$ cat config.mk
export PLATFORM = sky130hd
export DESIGN_NAME = cdf_generator
export DESIGN_NICKNAME = d
export VERILOG_FILES = /design/src/rtl/cdf_generator.sv
export SDC_FILE = /design/constraint.sdc
export NUM_CORES = 1
export LEC_CHECK = 0
export ABC_AREA = 1
export CAP_MARGIN = 25
export CORE_MARGIN = 2
export CORE_UTILIZATION = 48
export DETAILED_ROUTE_END_ITERATION = 8
export PLACE_DENSITY = 0.77
export SYNTH_ARGS = -nofsm -noshare
export SYNTH_HDL_FRONTEND = slang
export SYNTH_SLANG_ARGS = --single-unit
$ cat constraint.sdc
create_clock -name clk -period 1.9 [get_ports clk]
set_input_delay 0.19 -clock clk [delete_from_list [all_inputs] [get_ports clk]]
set_output_delay 0.19 -clock clk [all_outputs]
set_load 0.05 [all_outputs]
$ cat src/rtl/cdf_generator.sv
// cdf_generator: scans the histogram RAM once per frame and streams a saturated
// running CDF over valid/ready, plus the frame's first non-zero CDF value.
module cdf_generator #(
    parameter int NUM_BINS = 256,
    parameter int ADDR_W   = 8,
    parameter int CNT_W    = 8,
    parameter int ACC_W    = 16
) (
    input  logic              clk,
    input  logic              reset,
    input  logic              start,
    output logic              hist_rd_en,
    output logic [ADDR_W-1:0] hist_rd_addr,
    input  logic [CNT_W-1:0]  hist_rd_data,
    output logic [CNT_W-1:0]  cdf_out,
    output logic              cdf_valid,
    input  logic              cdf_ready,
    output logic [CNT_W-1:0]  cdf_min,
    output logic              cdf_min_valid,
    output logic              busy,
    output logic              done
);
    typedef enum logic [2:0] {IDLE, RD, WAIT, OUT, DONE} state_t;
    state_t state, state_next;
    logic [ACC_W-1:0] acc, acc_sum;
    logic [ADDR_W-1:0] k;
    logic last;

    function automatic logic [CNT_W-1:0] sat(input logic [ACC_W-1:0] x);
        return |x[ACC_W-1:CNT_W] ? '1 : x[CNT_W-1:0];
    endfunction

    assign acc_sum      = acc + ACC_W'(hist_rd_data);
    assign last         = k == ADDR_W'(NUM_BINS - 1);
    assign hist_rd_addr = k;
    assign cdf_out      = sat(acc);
    assign busy         = state != IDLE;

    always_ff @(posedge clk or negedge reset)
        if (!reset)
            state <= IDLE;
        else
            state <= state_next;

    always_comb begin
        state_next = state;
        hist_rd_en = 1'b0;
        cdf_valid  = 1'b0;
        done       = 1'b0;
        case (state)
            IDLE: state_next = start ? RD : IDLE;
            RD: begin
                hist_rd_en = 1'b1;
                state_next = WAIT;
            end
            WAIT: state_next = OUT;
            OUT: begin
                cdf_valid  = 1'b1;
                state_next = !cdf_ready ? OUT : last ? DONE : RD;
            end
            DONE: begin
                done       = 1'b1;
                state_next = IDLE;
            end
            default: state_next = IDLE;
        endcase
    end

    always_ff @(posedge clk or negedge reset)
        if (!reset) begin
            acc           <= '0;
            k             <= '0;
            cdf_min       <= '0;
            cdf_min_valid <= 1'b0;
        end else if (state == IDLE && start) begin
            acc           <= '0;
            k             <= '0;
            cdf_min       <= '0;
            cdf_min_valid <= 1'b0;
        end else if (state == WAIT) begin
            acc <= acc_sum;
            if (!cdf_min_valid && |hist_rd_data) begin
                cdf_min       <= sat(acc_sum);
                cdf_min_valid <= 1'b1;
            end
        end else if (state == OUT && cdf_ready && !last) begin
            k <= k + 1'b1;
        end
endmodule

# Word-level counts from Yosys, hierarchy flattened
# Index checks and enable logic that the tools add are counted.
[classes] n_addsub=2 mux=20 n_eq_ne=6 n_reduce_logical=16
[ops] op="$mux 8" count=8
[ops] op="$mux 16" count=2
[ops] op="$reduce_or 8->1" count=3
[ops] op="$add 16x8->16" count=1
[ops] op="$pmux 3 s4" count=1
[ops] op="$add 8x1->8 const B" count=1
[ops] op="$eq 8x8->1 const B" count=1
[ops] op="$mux 1" count=7
[ops] op="$eq 3x2->1 const B" count=2
[ops] op="$mux 3" count=2
[ops] op="$reduce_bool 2->1" count=3
[ops] op="$logic_and 1x1->1" count=4
[ops] op="$reduce_and 2->1" count=2
[ops] op="$eq 3x1->1 const B" count=1
[ops] op="$eq 3x3->1 const B" count=1
[ops] op="$logic_not 3->1" count=1
[ops] op="$reduce_bool 3->1" count=1
[ops] op="$logic_not 1->1" count=2
[ops] op="$ne 2x2->1 const B" count=1
[word_totals] inputBits=12 word_cells=49 reg_bits=36 output_inout_bits=29

# Depth between registers and ports, before layout
# Gate-level depths: netlist of the first run.
[depth] word_depth=6 mapped_depth=15 depth_no_buf=15

# Worst setup path before layout of the first run
# OpenSTA, ideal clock, no wires.
[synth_path] path_kind="register to register" startpoint="register state[2]" endpoint="register k[7] (netlist: hist_rd_addr[7])" required_ns=1.782 path_slack_ns=-0.174 setup_time_ns=0.118 n_path_buf=0 t_arrival_ns=1.956 synth_period_minus_slack_ns=2.074 path_stages_with_launch=9 path_cell_list="dfrtp_1 > inv_1 > nand2_1 > nor2_1 > nand3_1 > nand2_2 > nand4_1 > o21ai_1 > nor2_1"
[synth_between] elab_chain_cells=5 word_cells_on_any_way=10
[synth_lines] item="from (decl)" line_no="24" text="state_t state, state_next;"
[synth_lines] item="from (signal assigned)" line_no="43" text="state <= state_next;"
[synth_lines] item="$eq 3x2->1" line_no="86" text="end else if (state == OUT && cdf_ready && !last) begin"
[synth_lines] item="$logic_and 1x1->1 (2 in series)" line_no="86"
[synth_lines] item="$reduce_bool 2->1 (no source line)"
[synth_lines] item="$reduce_and 2->1 (no source line)"
[synth_lines] item="to (signal assigned)" line_no="87" text="k <= k + 1'b1;"
[synth_lines] item="to (decl)" line_no="26" text="logic [ADDR_W-1:0] k;"
# Several ways; a longest one is shown, not always the timed one.
# A chain may end at the register's enable or synchronous reset.

# Final worst setup path of the first run
[layout_path] startpoint="register acc[0]" endpoint="register cdf_min[1]"
[layout_between] elab_chain_cells=6
[layout_lines] item="from (decl)" line_no="25" text="logic [ACC_W-1:0] acc, acc_sum;"
[layout_lines] item="from (signal assigned)" line_no="81" text="acc <= acc_sum;"
[layout_lines] item="$add 16x8->16 *" line_no="33" text="assign acc_sum = acc + ACC_W'(hist_rd_data);"
[layout_lines] item="$reduce_or 8->1" line_no="30" text="return |x[ACC_W-1:CNT_W] ? '1 : x[CNT_W-1:0];"
[layout_lines] item="$mux 8 *" line_no="30"
[layout_lines] item="$mux 8 *" line_no="82" text="if (!cdf_min_valid && |hist_rd_data) begin"
[layout_lines] item="$mux 8 *" line_no="80" text="end else if (state == WAIT) begin"
[layout_lines] item="$mux 8 *" line_no="75" text="end else if (state == IDLE && start) begin"
[layout_lines] item="to (signal assigned)" line_no="83" text="cdf_min <= sat(acc_sum);"
[layout_lines] item="to (decl)" line_no="18" text="output logic [CNT_W-1:0] cdf_min,"
# Mark *: on every way between the ends. The rest lies on a longest branch, timed or not. The select of a mux whose other input is x is not followed.

==> flow_summary.toml, run 1 <==
[die]
initial_core_util_pct = 49.48
fp.dieW_um = 73.78
fp.dieH_um = 73.78
core_um2 = 4723
rows = 25
dieArea_um2 = 5443
ios = 41

[clocking]
cts_tree = "built"
clk_pin_slew_ns = 0.08
cts_buffers = 5
root_buffer = "clkbuf_8"
cts_sinks = 36
worstSkewPairLatency_ns = 0.29
clk_path_buf_depth = 2
htreeDepth = 2

[final_layout]
n_fill_cell = 384
syn_to_final_growth_pct = 45.29
fin_util_pct = 71.89
layout-drive-gt1-share_pct = 28.33
multi_input_area_um2 = 1391
seqCellArea_um2 = 903.4
antenna_cells = 0
layout.nets = 441

[job]
max_cap_violations = 0

[sta]
setup_viol = 10
whs_ns = 0.2329
rsz0062_at_grt = "true"
fmax_mhz = 470.2
slew_headroom_pct = 65.44
timing.final.crit_share_pct = 111.9
final-hold-violation-count = 0
finalWorstSetupSlack_ns = -0.2268
final_max_slew_viol_count = 0
min_period_ns = 2.127
tightest_slew_ns = 0.5167
clock_skew_ns = 0.007846

[min_path]
min_path_type = "in -> async"

[yosys]
synth_area_per_cell_um2 = 7.040
synthArstFlopShare_pct = 100.0
ys_types = 28
synth_most_common_cell = "nand2_1"
ys_seq_area_share_pct = 38.54
synth_top_area_cell = "dfrtp_1"
netlist_top_cells_count = "102 x nand2_1, 43 x inv_1, 38 x nand3_1"
syn_nets = 354
synth_cells = 332
netlist_area_um2 = 2337
ys_ff_latch = 36
ys.flop_type = "dfrtp_1"
synth_edf_count = 0
synthTopCellsByArea = "dfrtp_1 39%, nand2_1 16%, nand3_1 8.1%"
yosysWarnings = 0
synth_top_area_share_pct = 38.54

[critical_path]
r2r.worst_path.cells = 15
crit_type = "reg -> reg"
crit_fanout = 8
cp.required_ns = 2.09
crit_path_end_kind = "flop"
arrival_ns = 2.31
cp-start-kind = "flop"

[routing]
wl_per_cell_um = 14.17
drtIter0Drc = 104
vias = 2547
drc = 0
firstDrtPassIters = 4
avgViaCountPerCell = 5.230
final_antenna_net_count = 0
wl_mm = 6.899

[global_route]
grt_pass1_wl_mm = 10.84
grt_antenna_before_repair = 0
grt_overflow = 0
grt_pass1_vias = 2411
grt_usage_pct = 25.94
grt_start_max_net_pins = 20

[place]
dp_hpwl_mm = 5.001
portBuffers = 40
place_congestion = 0.9570

[run_status]
outcome = "finished, violations left"
violations = "negative setup slack"
cell usage in the layout, fill, tap and decap left out, types with 3 or more instances in the layout:
cell and n:
nor2_1 17, inv_2 11, nand3_2 9, nand4_1 5
clkdlybuf4s50_1 27, nand3_1 28, inv_1 42, buf_6 3
buf_4 50, o21ai_1 7, nor4_1 3, dfrtp_1 34
ha_4 4, a21oi_1 9, nand2_1 93, nor2_2 4
o21ai_0 4, clkbuf_8 5, nand2_2 16, nor3_2 3
xnor2_1 4, o22ai_1 13, or2_1 3, ha_1 4
cell families after synthesis:
group,after synthesis,share of synthesized area [%]
adders and majority gates,10,5.675
buffers and inverters,57,9.314
DFF,36,38.54
AOI/OAI and AO/OA,35,8.244
xor gates and xnor gates,6,2.248
and+or+nand+nor,188,35.97
stage by stage:
stage / worst slack [ns] / instance area, um2 / instances / TNS (ns)
5_1_grt: -0.3808 / 3396 / 487 / -3.664
4_1_cts: -0.1760 / 3259 / 484 / -1.229
3_3_place_gp: -0.5166 / 3093 / 474 / -5.441
6_report: -0.2268 / 3396 / 487 / -1.713
2_1_floorplan: 0.003710 / 2367 / 332 / 0
3_5_place_dp: -0.5642 / 3093 / 474 / -6.040
path summary, 6_finish.rpt:
path	from	endpoint	slack (ns)
max in group asynchronous	reset	acc[12]	1.13
worst max-delay path	acc[0]	cdf_min[1]	-0.23
worst min register to register	cdf_min[0]	cdf_min[0]	0.49
min in group clk	cdf_min[0]	cdf_min[0]	0.49
worst max register to register	acc[0]	cdf_min[1]	-0.23
worst min-delay path	reset	acc[15]	0.23
flip-flops by register name, summed over array words and instances, names as in the netlist:
| name | cells |
|---|---|
| acc | 16 |
| cdf_min | 8 |
| cdf_min_valid | 1 |
| hist_rd_addr | 8 |
| state | 3 |
per-layer routing:
| metal | part of all wire, % | track usage, % |
|---|---|---|
| met1 | 43 | 33.02 |
| met2 | 51 | 44.05 |
| met3 | 5.0 | 4.801 |
| met4 | 1.9 | 8.889 |
| met5 | 0 | 0 |
critical path, stage by stage (launching register included):
cell and delay (ns):
dfrtp_1 0.36, ha_2 0.19, inv_2 0.04, fa_2 0.35, inv_2 0.08, nand3_2 0.06, nand3_2 0.07, nand2_2 0.06
nand2_2 0.08, nand3_2 0.07, nand2_2 0.11, nand3_4 0.08, nor2_4 0.22, nand3_2 0.12, nand2_2 0.07, nand2_1 0.05
cell type report:
type	instances	share of cell area [%]
flip-flops and latches	36	26.60
repair buffers	82	20.63
clock buffers	6	2.137
multi-input cells	239	40.97
clock inverters	2	1.032
well taps	67	2.469
inverters	55	6.153
repair_timing:
action	in CTS	in global routing
setup buffers	2	3
hold endpoints to repair	0	0
pin swaps	5	3
setup endpoints to repair	8	22
hold buffers	0	0
resized for setup	9	24
Power of run 1 is left out: the tool's default activity adds up to more than one toggle a clock period on the data nets, which glitch-free logic cannot reach.
==> run 2: changes to the inputs <==
--- a/config.mk
+++ b/config.mk
@@ -11,6 +11,7 @@
 export CORE_UTILIZATION = 48
 export DETAILED_ROUTE_END_ITERATION = 8
 export PLACE_DENSITY = 0.77
+export SLEW_MARGIN = 20
 export SYNTH_ARGS = -nofsm -noshare
 export SYNTH_HDL_FRONTEND = slang
 export SYNTH_SLANG_ARGS = --single-unit
==> results of run 2 <==
Final layout, timing and power as in run 1 (identical DEF).
Power of run 2 is left out for the same reason.
==> run 3: changes to the inputs <==
==> constraint.sdc (replaced) <==
create_clock -name clk -period 1.9 [get_ports clk]
set_input_delay 0.19 -clock clk [delete_from_list [all_inputs] [get_ports clk]]
set_output_delay 0.19 -clock clk [all_outputs]
set_load 0.02 [all_outputs]
==> run 3 against run 2 <==
  * First-iteration DRC count increased by 60%
  * Register-to-register slack improved by 0.03 ns
  * Critical path depth unchanged
  * Sequential share of layout area decreased by 0.23 points
  * The flow still finishes with violations (negative setup slack)
  * Critical path type unchanged
  * Largest cell class unchanged
  * Maximum frequency increased by 1.4%
  * Critical endpoint is now cdf_min[3]
  * Count of clock-buffer cells in the layout increased by 1
  * Utilization increased by 0.53 points
  * Highest routed layer unchanged
  * Clock skew decreased by 0.0039 ns
==> flow_summary.toml, run 3 (synthesis results as in run 1) <==
[run_status]
outcome = "finished, violations left"
violations = "negative setup slack"

[clocking]
cts_buffers = 5
root_buffer = "clkbuf_8"
cts_sinks = 36
clk_path_buf_depth = 2
htreeDepth = 2
clk_pin_slew_ns = 0.08
worstSkewPairLatency_ns = 0.30
cts_tree = "built"

[place]
place_area_um2 = 3138
dp_hpwl_mm = 4.970
portBuffers = 40
place_congestion = 0.9177

[sta]
setup_viol = 8
finalWorstSetupSlack_ns = -0.1978
clock_skew_ns = 0.003932
final_max_slew_viol_count = 0
timing.final.crit_share_pct = 110.4
slew_headroom_pct = 68.54
tightest_slew_ns = 0.4719
rsz0062_at_grt = "true"
final-hold-violation-count = 0
min_period_ns = 2.098
fmax_mhz = 476.7

[final_layout]
final_area_um2 = 3421
n_fill_cell = 373
layout-drive-gt1-share_pct = 27.34
antenna_cells = 0
layout.nets = 449
syn_to_final_growth_pct = 46.36
layout_commonest_cell = "nand2_1"
largest_reg_flops = 16
multi_input_area_um2 = 1354
final_cell_mix = "96 x nand2_1, 50 x buf_4, 41 x inv_1"
seqCellArea_um2 = 902.1
regMostFlops = "acc"

[critical_path]
crit_top_cell = "nand3_2"
crit_family = "simple AND/OR/NAND/NOR gates"
cp.required_ns = 2.09
cp-start-kind = "flop"
arrival_ns = 2.29
cp_slowest_stage_delay_ns = 0.36
crit_path_end_kind = "flop"
crit_type = "reg -> reg"
cp_num_buf_inv = 2
crit_fanout = 8
cp.depth = 15
r2r_setup_slack_ns = -0.20
cpMaxStageDelayCell = "dfrtp_1"
timing.critical_path.cells = "ha_2, inv_2, fa_2, inv_2, nand3_2, nand3_2, nand2_2, nand2_2, nand3_2, nand2_2, nand3_2, nor2_4, nand3_1, nand2_1, nand2_1"
r2r.worst_path.cells = 15

[routing]
wl_mm = 6.787
drtIter0Drc = 166
final_antenna_net_count = 0
avgViaCountPerCell = 5.075
firstDrtPassIters = 4
vias = 2512
wl_per_cell_um = 13.71
drc = 0

[die]
rows = 25
core_um2 = 4723
fp.dieH_um = 73.78
dieArea_um2 = 5443
initial_core_util_pct = 49.48
ios = 41
fp.dieW_um = 73.78

[global_route]
grt_overflow = 0
grt_pass1_vias = 2392
grt_start_max_net_pins = 37
grt_pass1_wl_mm = 10.54
grt_antenna_before_repair = 0
grt_usage_pct = 25.40

[power]
leakage_nw = 1.724
vdd_drop_max_uv = 1022
power_density_nw_per_um2 = 1954
p_total_w = 0.006685

[job]
max_cap_violations = 0

[min_path]
min_path_type = "in -> async"
## run 3: cell count changes in the layout (fill, tap and decap cells not counted), moves of 2 or more
cell and change:
clkbuf_2 +6, clkbuf_8 +2, nand2_2 -4, nand3_1 +2
buf_6 -3, nand2_1 +3, clkdlybuf4s50_1 +3
## run 3: final cells by class
cell class	instances	area share, %
Timing Repair Buffer	90	21.80
Sequential cell	36	26.37
Clock buffer	7	2.816
Multi-Input combinational cell	239	39.58
Inverter	55	6.108
Tap cell	67	2.451
Clock inverter	1	0.8778
## run 3: report_power, final
group | internal (W) | switching (W)
Combinational | 0.00196 | 0.00262
Clock | 0.000464 | 0.000309
Sequential | 0.00108 | 0.000253
## run 3: routing by layer
| metal | vias to the layer above | routed length [um] | GRT usage, % |
|---|---|---|---|
| met5 | - | 0 | 0 |
| met4 | 0 | 120 | 7.677 |
| met3 | 10 | 326 | 4.938 |
| met2 | 59 | 3382 | 43.06 |
| met1 | 1183 | 2958 | 32.67 |
| li1 | 1260 | - | - |
## run 3: through the flow
step | setup WS [ns] | TNS, ns | cells | hold slack (ns) | utilization, %
floorplan | 0.005022 | 0 | 332 | -0.1056 | -
global placement | -0.4571 | -4.654 | 477 | 0.4647 | 66.44
detailed placement | -0.5543 | -5.888 | 477 | 0.4702 | 66.44
CTS | -0.2115 | -1.599 | 487 | 0.3364 | 69.25
global route | -0.3360 | -2.609 | 495 | 0.3707 | 72.42
finish | -0.1978 | -1.488 | 495 | 0.3107 | 72.42
## run 3: what timing repair did
action	in CTS	in global routing
endpoints found under the setup margin	16	28
endpoints found under the hold margin	0	0
setup buffers	2	8
pin swaps	2	8
gates resized for setup	10	38
hold buffers	0	0
## run 3: worst reg2reg max path, cell delays in order, from the launching register on
cell     delay (ns)
dfrtp_1        0.36
ha_2           0.19
inv_2          0.04
fa_2           0.34
inv_2          0.09
nand3_2        0.07
nand3_2        0.09
nand2_2        0.06
nand2_2        0.10
nand3_2        0.08
nand2_2        0.08
nand3_2        0.09
nor2_4         0.18
nand3_1        0.10
nand2_1        0.08
nand2_1        0.05
## run 3: worst paths after layout
path	endpoint	startpoint
setup / recovery	cdf_min[3]	acc[0]
hold / removal	acc[14]	reset
setup reg to reg	cdf_min[3]	acc[0]
hold reg to reg	cdf_min[7]	cdf_min[7]
max in group asynchronous	acc[8]	reset
min in group clk	cdf_min[7]	cdf_min[7]
Note: power is estimated with default switching activity, not from simulation.
